**src/rtl/uart_pkg_amisha.sv**
```systemverilog
// uart_pkg_amisha: shared state encoding and oversample constant for the UART transmitter.
// Optional feature macro: UART_TX_PARITY_EN (adds the PARITY state).
package uart_pkg_amisha;

  // Oversample ticks per serial bit (16x baud).
  localparam int OS_TICKS = 16;

  // Transmitter FSM states; PARITY exists only when the parity feature is compiled in.
  typedef enum logic [2:0] {
    ST_IDLE   = 3'd0,
    ST_START  = 3'd1,
    ST_DATA   = 3'd2,
`ifdef UART_TX_PARITY_EN
    ST_PARITY = 3'd3,
`endif
    ST_STOP   = 3'd4
  } tx_state_e;

endpackage

```
**src/rtl/baud_gen_amisha.sv**
```systemverilog
// baud_gen_amisha: oversample tick divider. Counts 0..DVSR-1 while not cleared and
// asserts tick in the cycle the count equals DVSR-1. reset is synchronous, active-low.
module baud_gen_amisha #(
  parameter int DVSR = 163
) (
  input  logic clk,
  input  logic reset,
  input  logic clear,
  output logic tick
);

  localparam int CW = (DVSR > 1) ? $clog2(DVSR) : 1;
  localparam logic [CW-1:0] LAST = CW'(DVSR - 1);

  logic [CW-1:0] cnt_q;
  logic [CW-1:0] cnt_d;

  // Next count: held at zero while cleared, wraps after the last cycle of a tick period.
  always_comb begin
    cnt_d = cnt_q;
    if (clear) begin
      cnt_d = '0;
    end else if (cnt_q == LAST) begin
      cnt_d = '0;
    end else begin
      cnt_d = cnt_q + CW'(1);
    end
  end

  // Count register with synchronous active-low reset.
  always_ff @(posedge clk) begin
    if (!reset) begin
      cnt_q <= '0;
    end else begin
      cnt_q <= cnt_d;
    end
  end

  assign tick = (cnt_q == LAST) && !clear;

endmodule

```
**src/rtl/fifo_uart_tx_amisha.sv**
```systemverilog
// fifo_uart_tx_amisha: UART transmitter fed from a first-word fall-through FIFO.
// Pops one word per frame, sends start, DBIT data bits LSB first, optional even parity,
// and SB_TICK ticks of stop. Define UART_TX_PARITY_EN to compile in the parity bit.
module fifo_uart_tx_amisha
  import uart_pkg_amisha::*;
#(
  parameter int DBIT    = 8,
  parameter int SB_TICK = 16,
  parameter int DVSR    = 163
) (
  input  logic            clk_amisha,
  input  logic            reset_amisha,
  input  logic            empty_amisha,
  input  logic [DBIT-1:0] r_data_amisha,
  output logic            rd_amisha,
  output logic            tx_amisha,
  output logic            tx_busy_amisha,
  output logic            tx_done_tick_amisha
);

  localparam int S_MAX = (SB_TICK > OS_TICKS) ? SB_TICK : OS_TICKS;
  localparam int SW    = $clog2(S_MAX);
  localparam int NW    = (DBIT > 1) ? $clog2(DBIT) : 1;
  localparam logic [SW-1:0] OS_LAST  = SW'(OS_TICKS - 1);
  localparam logic [SW-1:0] SB_LAST  = SW'(SB_TICK - 1);
  localparam logic [NW-1:0] BIT_LAST = NW'(DBIT - 1);

  tx_state_e       state_q, state_d;
  logic [SW-1:0]   s_q, s_d;       // oversample ticks within the current bit
  logic [NW-1:0]   n_q, n_d;       // data bit index
  logic [DBIT-1:0] b_q, b_d;       // shift register holding the word being sent
  logic            tx_q, tx_d;
  logic            done_q, done_d;
`ifdef UART_TX_PARITY_EN
  logic            par_q, par_d;   // even parity of the latched word
`endif
  logic            tick;
  logic            baud_clear;

  // The divider is held at zero in IDLE so every frame starts on a fresh tick phase.
  assign baud_clear = (state_q == ST_IDLE);

  baud_gen_amisha #(
    .DVSR(DVSR)
  ) u_baud (
    .clk  (clk_amisha),
    .reset(reset_amisha),
    .clear(baud_clear),
    .tick (tick)
  );

  assign rd_amisha           = (state_q == ST_IDLE) && !empty_amisha && reset_amisha;
  assign tx_busy_amisha      = (state_q != ST_IDLE);
  assign tx_amisha           = tx_q;
  assign tx_done_tick_amisha = done_q;

  // Next-state logic; the line level is derived from the state being entered so tx is registered.
  always_comb begin
    state_d = state_q;
    s_d     = s_q;
    n_d     = n_q;
    b_d     = b_q;
    done_d  = 1'b0;
`ifdef UART_TX_PARITY_EN
    par_d   = par_q;
`endif
    case (state_q)
      ST_IDLE: begin
        if (rd_amisha) begin
          state_d = ST_START;
          b_d     = r_data_amisha;
          s_d     = '0;
          n_d     = '0;
`ifdef UART_TX_PARITY_EN
          par_d   = ^r_data_amisha;
`endif
        end
      end
      ST_START: begin
        if (tick) begin
          if (s_q == OS_LAST) begin
            s_d     = '0;
            state_d = ST_DATA;
          end else begin
            s_d = s_q + SW'(1);
          end
        end
      end
      ST_DATA: begin
        if (tick) begin
          if (s_q == OS_LAST) begin
            s_d = '0;
            b_d = b_q >> 1;
            if (n_q == BIT_LAST) begin
`ifdef UART_TX_PARITY_EN
              state_d = ST_PARITY;
`else
              state_d = ST_STOP;
`endif
            end else begin
              n_d = n_q + NW'(1);
            end
          end else begin
            s_d = s_q + SW'(1);
          end
        end
      end
`ifdef UART_TX_PARITY_EN
      ST_PARITY: begin
        if (tick) begin
          if (s_q == OS_LAST) begin
            s_d     = '0;
            state_d = ST_STOP;
          end else begin
            s_d = s_q + SW'(1);
          end
        end
      end
`endif
      ST_STOP: begin
        if (tick) begin
          if (s_q == SB_LAST) begin
            s_d     = '0;
            state_d = ST_IDLE;
            done_d  = 1'b1;
          end else begin
            s_d = s_q + SW'(1);
          end
        end
      end
      default: begin
        state_d = ST_IDLE;
      end
    endcase

    case (state_d)
      ST_START:  tx_d = 1'b0;
      ST_DATA:   tx_d = b_d[0];
`ifdef UART_TX_PARITY_EN
      ST_PARITY: tx_d = par_d;
`endif
      default:   tx_d = 1'b1;
    endcase
  end

  // State and datapath registers; reset aborts any frame in flight without a done tick.
  always_ff @(posedge clk_amisha) begin
    if (!reset_amisha) begin
      state_q <= ST_IDLE;
      s_q     <= '0;
      n_q     <= '0;
      b_q     <= '0;
      tx_q    <= 1'b1;
      done_q  <= 1'b0;
`ifdef UART_TX_PARITY_EN
      par_q   <= 1'b0;
`endif
    end else begin
      state_q <= state_d;
      s_q     <= s_d;
      n_q     <= n_d;
      b_q     <= b_d;
      tx_q    <= tx_d;
      done_q  <= done_d;
`ifdef UART_TX_PARITY_EN
      par_q   <= par_d;
`endif
    end
  end

endmodule

```
**config.mk**
```make
export PLATFORM = sky130hd
export DESIGN_NAME = fifo_uart_tx_amisha
export DESIGN_NICKNAME = d
export VERILOG_FILES = /design/src/rtl/uart_pkg_amisha.sv /design/src/rtl/baud_gen_amisha.sv /design/src/rtl/fifo_uart_tx_amisha.sv
export SDC_FILE = /design/constraint.sdc
export NUM_CORES = 1
export LEC_CHECK = 0
export ABC_AREA = 1
export BUFFER_PORTS_ARGS = -buffer_cell sky130_fd_sc_hd__buf_2
export CAP_MARGIN = 20
export CORE_MARGIN = 2
export CORE_UTILIZATION = 55
export DETAILED_ROUTE_END_ITERATION = 8
export PLACE_DENSITY = 0.85
export SLEW_MARGIN = 20
export SYNTH_ARGS = -nofsm -noshare
export SYNTH_HDL_FRONTEND = slang
export SYNTH_SLANG_ARGS = --single-unit
export TNS_END_PERCENT = 50
```
**constraint.sdc**
```tcl
create_clock -name clk_amisha -period 2.1 [get_ports clk_amisha]
set_input_delay 0.105 -clock clk_amisha [delete_from_list [all_inputs] [get_ports clk_amisha]]
set_output_delay 0.105 -clock clk_amisha [all_outputs]
set_load 0.03 [all_outputs]
```
==> impl_metrics.ini, run 1 <==
[run]
cap_violations = 0

[critical_path]
crit_end = rd_amisha
reg2reg_slack_ns = 0.49
rr_startpoint = s_q[0]$_SDFFE_PN0P_
arrival_ns = 1.52
crit_type = flop to primary output
r2r_cells = 8
path_cells = nor2_4, nand2_4, inv_4, nand2_2, inv_2, buf_2
reg2reg_to = tx_amisha$_SDFF_PN1_
critical-path-max-stage-delay_ns = 0.37
cp_max_fo = 11
crit_slowest_cell = dfxtp_1
crit_start = state_q[2]$_SDFF_PN0_
cp-end-kind = primary output
worstSetupStartpointType = flop
critPathRequiredTime_ns = 2.00

[synth]
synthMuxAreaShare_pct = 0
synth_top_family_by_area = simple AND/OR/NAND/NOR gates
netlist_instances = 216
synthDistinctLibCells = 28
synth_simple_gate_area_share_pct = 36.8
ys_seq_elements = 28
avgSynthCellArea_sq_um = 6.93
netlist_area_sq_mm = 0.00150
synth_fa_ha_area_share_pct = 4.18
synth_compound_area_share_pct = 9.03
ys_warn_count = 0
syn_nets = 232
yosysSeqAreaShare_pct = 37.5
synth_xor_area_share_pct = 0.585

[routing]
firstDrtPassIters = 4
wire_per_inst_microns = 10.4
vias = 1313
routed_wirelength_mm = 2.69
vias_per_cell = 5.05
antenna_left = 0
drc = 0
drtIter0Drc = 58

[timing]
fin_crit_ns = 1.63
worstMarginPinSlew_ns = 0.291
slew_viol_final = 0
setup_viol = 0
holdWs_ns = 0.0191
clock_skew_ns = 0.00344
max_freq_mhz = 614
finalHoldViolCount = 0
slew_headroom_pct = 80.6
rsz0062_at_grt = no
period_share_pct = 77.5
fin_setup_tns_ns = 0

[pwr]
p_leak_nw = 0.742
vdd_drop_max_mv = 0.441
p_per_area_mw_per_mm2 = 565

[placed_design]
portBuffers = 14
routabilityCongestion = 0.844
hpwlAfterDp_mm = 2.09

[global_routing]
antenna_found_initial = 0
grt_pass1_vias = 1192
grt_max_degree = 18
grt_pass1_wl_mm = 4.86
track_usage_pct = 18.7
overflow = 0

[die]
design.portCount = 15
start_util_pct = 59.3
fp-row-count = 18
coreArea_sq_mm = 0.00252
die-height_microns = 56.2
die_x_microns = 56.2
die_area_sq_mm = 0.00315

[outcome]
status = complete, no violations

[cells_and_area]
n_fill_cell = 238
seq_area_sq_um = 561
drive_above_1_share_pct = 17.0
layout.nets = 248
multi_input_area_sq_um = 757
finish.utilization_pct = 63.4
syn_to_final_growth_pct = 6.94
antenna_cells = 0

[cts]
cts.sinks = 28
cts_buffers = 3
cts_tree = done
cts_setup_buffers = 0
cts_root_buffer = clkbuf_4
cts-resized-gates = 0
path_clk_slew_ns = 0.14
clockBufferDepth = 2
htreeDepth = 1
cts_hold_buf = 0
worst_skew_pair.late_latency_ns = 0.32

[min_path]
min_path_type = primary input to flop
[cells in the final DEF (no fill, tap or decap)]
cell and instances:
o21ai_2 1, nor3_1 3, xnor2_1 1, inv_2 7, nor2_1 20, nor2_2 1
buf_2 14, nand4_1 9, clkbuf_4 3, o21ai_0 2, nor3_2 1, o21ai_1 5
nand3_2 1, ha_1 5, nand2_1 52, nand3b_1 1, nand4_4 1, nand3_1 14
clkinv_1 1, nor2_4 2, inv_1 31, nor3b_1 1, a21oi_1 17, inv_4 1
nand2_2 5, dfxtp_1 28, a31oi_1 1, nand2_4 2
[stage by stage]
stage          power (mW)  area [sq um]  instances  setup WS [ns]
3_3_place_gp        0.702          1580        257          0.620
4_1_cts             0.912          1600        260          0.460
3_5_place_dp        0.706          1580        257          0.553
6_report            0.904          1600        260          0.472
5_1_grt             0.952          1600        260          0.341
2_1_floorplan       0.675          1500        216          0.730
[cells in the mapped netlist (all sizes together)]
library cell,count,area (sq um)
nor2,23,104
nor3b,1,7.51
ha,5,62.6
nor3,4,25.0
inv,39,149
nand4,10,77.6
nand3b,1,7.51
a31oi,1,6.26
clkbuf,1,3.75
buf,2,22.5
nand2,59,249
nand3,15,80.1
clkinv,1,3.75
o21ai,8,43.8
dfxtp,28,561
a21oi,17,85.1
xnor2,1,8.76
[power breakdown]
group / switching, mW / internal (mW) / leakage, nW
Clock: 0.144 / 0.0672 / 0.0138
Sequential: 0.0121 / 0.552 / 0.228
Combinational: 0.0825 / 0.0469 / 0.500
[flip-flops by register name, summed over array words and instances (netlist names)]
| name | cells |
|---|---|
| n_q | 3 |
| tx_done_tick_amisha | 1 |
| state_q | 3 |
| b_q | 8 |
| tx_amisha | 1 |
| s_q | 4 |
| u_baud.cnt_q | 8 |
[critical path: cells and delay by family, from the launching register on]
family | cells | cell delay [ns]
DFF | 1 | 0.37
and+or+nand+nor | 3 | 0.33
buffers and inverters | 3 | 0.50
[cell families (layout without fill, tap and decap cells)]
logic type	after synthesis	after routing
compound gates	26	26
buf+inv	43	57
xor+xnor	1	1
simple gates	113	113
flops	28	28
fa+ha+maj	5	5
[layer usage]
layer  part of all wire (%)  GRT usage, %  routed length (microns)  vias up
li1                       -             -                        -      709
met1                     51          25.3                     1370      579
met2                     45          30.8                     1210       21
met3                    3.4          3.02                       91        4
met4                   0.85          5.44                       23        0
met5                      0             0                        0        -
[area by class of cell]
cell class / instances / share of cell area [%]
sequential: 28 / 35.0
tap: 30 / 2.35
timing repair buffer: 14 / 4.38
multi-input combinational: 145 / 47.3
inverter: 40 / 9.54
clock buffer: 3 / 1.41
[worst min path at each step]
stage,start,end,slack (ns),cells past startpoint
after floorplan,reset_amisha,tx_amisha$_SDFF_PN1_,0.19,1
final,r_data_amisha[7],b_q[7]$_SDFFE_PN0P_,0.02,3
after global routing,r_data_amisha[7],b_q[7]$_SDFFE_PN0P_,0.01,3
after detailed placement,r_data_amisha[7],b_q[7]$_SDFFE_PN0P_,0.37,3
after global placement,r_data_amisha[7],b_q[7]$_SDFFE_PN0P_,0.36,3
after CTS,r_data_amisha[7],b_q[7]$_SDFFE_PN0P_,0.01,3
Note: power is estimated with default switching activity, not from simulation.
==> run 2: changes to the inputs <==
--- a/config.mk
+++ b/config.mk
@@ -9,9 +9,9 @@
 export BUFFER_PORTS_ARGS = -buffer_cell sky130_fd_sc_hd__buf_2
 export CAP_MARGIN = 20
 export CORE_MARGIN = 2
-export CORE_UTILIZATION = 55
+export CORE_UTILIZATION = 52
 export DETAILED_ROUTE_END_ITERATION = 8
-export PLACE_DENSITY = 0.85
+export PLACE_DENSITY = 0.84
 export SLEW_MARGIN = 20
 export SYNTH_ARGS = -nofsm -noshare
 export SYNTH_HDL_FRONTEND = slang
==> constraint.sdc (replaced) <==
create_clock -name clk_amisha -period 1.4 [get_ports clk_amisha]
set_input_delay 0.07 -clock clk_amisha [delete_from_list [all_inputs] [get_ports clk_amisha]]
set_output_delay 0.07 -clock clk_amisha [all_outputs]
set_load 0.03 [all_outputs]
==> run 2 against run 1 <==
  * The run now ends with hold timing, setup timing left
  * Critical path depth grew 4
  * First-iteration DRC count grew 45%
  * Sequential power grew 50%
  * Die area grew 5.4%
  * Worst setup slack lost 0.53 ns
  * Largest power group unchanged
  * Hold slack lost 0.028 ns
  * Combinational power grew 98%
  * Global-route usage grew 0.82 points
  * Clock power grew 91%
  * Design area grew 21%
==> impl_metrics.ini, run 2 (same netlist as run 1, synthesis figures left out) <==
[outcome]
status = finished with violations
violations = hold timing, setup timing

[global_routing]
track_usage_pct = 19.5
overflow = 0
met1_usage_pct = 24.3
grt-busiest-layer = met2
met3_usage_pct = 2.68
grt_max_degree = 16
grt_pass1_vias = 1313
gr-usage-met2_pct = 34.3
grt_pass1_wl_mm = 5.17
antenna_found_initial = 0

[routing]
firstDrtPassIters = 4
drc = 0
vias_per_cell = 5.18
vias = 1482
wire_per_inst_microns = 12.0
routed_wirelength_mm = 3.44
antenna_left = 0
drtIter0Drc = 84

[timing]
clock_skew_ns = 0.00915
setup_viol = 11
rsz0062_at_grt = yes
fin_crit_ns = 1.45
slew_headroom_pct = 82.7
worstMarginPinSlew_ns = 0.259
finalHoldViolCount = 1
holdWs_ns = -0.00846
slew_viol_final = 0
max_freq_mhz = 688
fin_ws_ns = -0.0542
period_share_pct = 104

[pwr]
intPower_mw = 1.09
p_per_area_mw_per_mm2 = 779
combPwrFrac_pct = 17.0
clockPowerShare_pct = 26.8
swShare_pct = 27.5
switching_power_mw = 0.414
vdd_drop_max_mv = 0.570
total_power_mw = 1.51
seq_power_share_pct = 56.2
p_leak_nw = 0.884

[cts]
cts_buffers = 3
cts_tree = done
htreeDepth = 1
clockBufferDepth = 2
cts.sinks = 28
path_clk_slew_ns = 0.15
cts_root_buffer = clkbuf_4
worst_skew_pair.late_latency_ns = 0.34

[placed_design]
placed_cell_area_sq_mm = 0.00167
place_inst = 270
routabilityCongestion = 0.859
hpwlAfterDp_mm = 2.11
portBuffers = 14

[die]
die_area_sq_mm = 0.00332
die-height_microns = 57.6
die_x_microns = 57.6
design.portCount = 15
fp-row-count = 19
coreArea_sq_mm = 0.00273
start_util_pct = 54.7

[cells_and_area]
design_area_sq_mm = 0.00193
final_common_cell = nand2_1
final_cell_mix = nand2_1 (48), inv_1 (29), dfxtp_1 (21)
drive_above_1_share_pct = 34.5
syn_to_final_growth_pct = 29.3
instances_no_fill = 286
layout.nets = 272
reg_top3 = b_q x8, u_baud.cnt_q x8, s_q x4
antenna_cells = 0
finish.utilization_pct = 70.8

[critical_path]
cp_max_fo = 4
r2r_cells = 10
arrival_ns = 1.75
crit_type = flop to flop
rr_startpoint = u_baud.cnt_q[0]$_SDFF_PP0_
critPathRequiredTime_ns = 1.70
reg2reg_to = tx_amisha$_SDFF_PN1_
reg2reg_slack_ns = -0.05
worstSetupStartpointType = flop
cp-end-kind = flop

[min_path]
min_delay_path_depth = 3
holdPathEnd = s_q[0]$_SDFFE_PN0P_
min_path_type = primary input to flop
hp-start = reset_amisha

[run]
cap_violations = 0
==> run 2: changes by cell type in the layout (fill, tap and decap cells not counted), sizes merged <==
cell         delta
buf            +21
clkbuf          +1
dlygate4sd3     +3
==> run 2: stage by stage <==
step                setup slack, ns  TNS [ns]
floorplan                    0.0303         0
global placement           0.000258         0
detailed placement          -0.0444    -0.163
CTS                         -0.0322   -0.0946
global route                 -0.145     -1.99
finish                      -0.0542    -0.398
==> run 2: what timing repair did <==
item	in CTS	in global routing
hold endpoints to repair	2	0
resized for setup	19	22
setup endpoints to repair	16	29
pin swaps	8	11
setup buffers	5	4
hold buffers	3	0
==> run 2: power by group through the flow <==
stage | combinational [mW] | clock [mW] | sequential (mW)
6_report | 0.255 | 0.404 | 0.846
5_1_grt | 0.280 | 0.452 | 0.850
4_1_cts | 0.228 | 0.408 | 0.846
3_5_place_dp | 0.205 | 0 | 0.862
3_3_place_gp | 0.201 | 0 | 0.861
2_1_floorplan | 0.148 | 0 | 0.864
==> run 2: routing by layer <==
metal | part of all wire [%] | vias to the layer above
met5 | 0 | -
met4 | 1.6 | 0
met3 | 2.9 | 7
met2 | 52 | 37
met1 | 44 | 674
li1 | - | 764
==> run 2: critical path, cell delays in order, from the launching register on <==
cell and delay [ns]:
dfxtp_2 0.35, inv_2 0.05, ha_4 0.12, inv_2 0.03, nor2_2 0.12, nand2_2 0.08, nor2_4 0.14, nand3_2 0.13
a21oi_1 0.21, nand3_1 0.09, nand3_1 0.08
==> run 2: layout make-up <==
type | count | area [sq um]
well taps | 31 | 38.8
inverters | 40 | 163
fillers | 202 | 800
clock buffers | 4 | 36.3
flip-flops and latches | 28 | 569
multi-input cells | 145 | 856
repair buffers | 38 | 272
==> run 2: worst max-delay path by stage <==
stage / startpoint / endpoint / slack (ns) / cells past startpoint
after floorplan: s_q[0]$_SDFFE_PN0P_ / tx_amisha$_SDFF_PN1_ / 0.03 / 8
after global placement: u_baud.cnt_q[0]$_SDFF_PP0_ / tx_amisha$_SDFF_PN1_ / 0.0003 / 10
after detailed placement: u_baud.cnt_q[0]$_SDFF_PP0_ / state_q[2]$_SDFF_PN0_ / -0.04 / 11
after CTS: u_baud.cnt_q[0]$_SDFF_PP0_ / s_q[1]$_SDFFE_PN0P_ / -0.03 / 12
after global routing: u_baud.cnt_q[0]$_SDFF_PP0_ / tx_amisha$_SDFF_PN1_ / -0.14 / 13
final: u_baud.cnt_q[0]$_SDFF_PP0_ / tx_amisha$_SDFF_PN1_ / -0.05 / 10
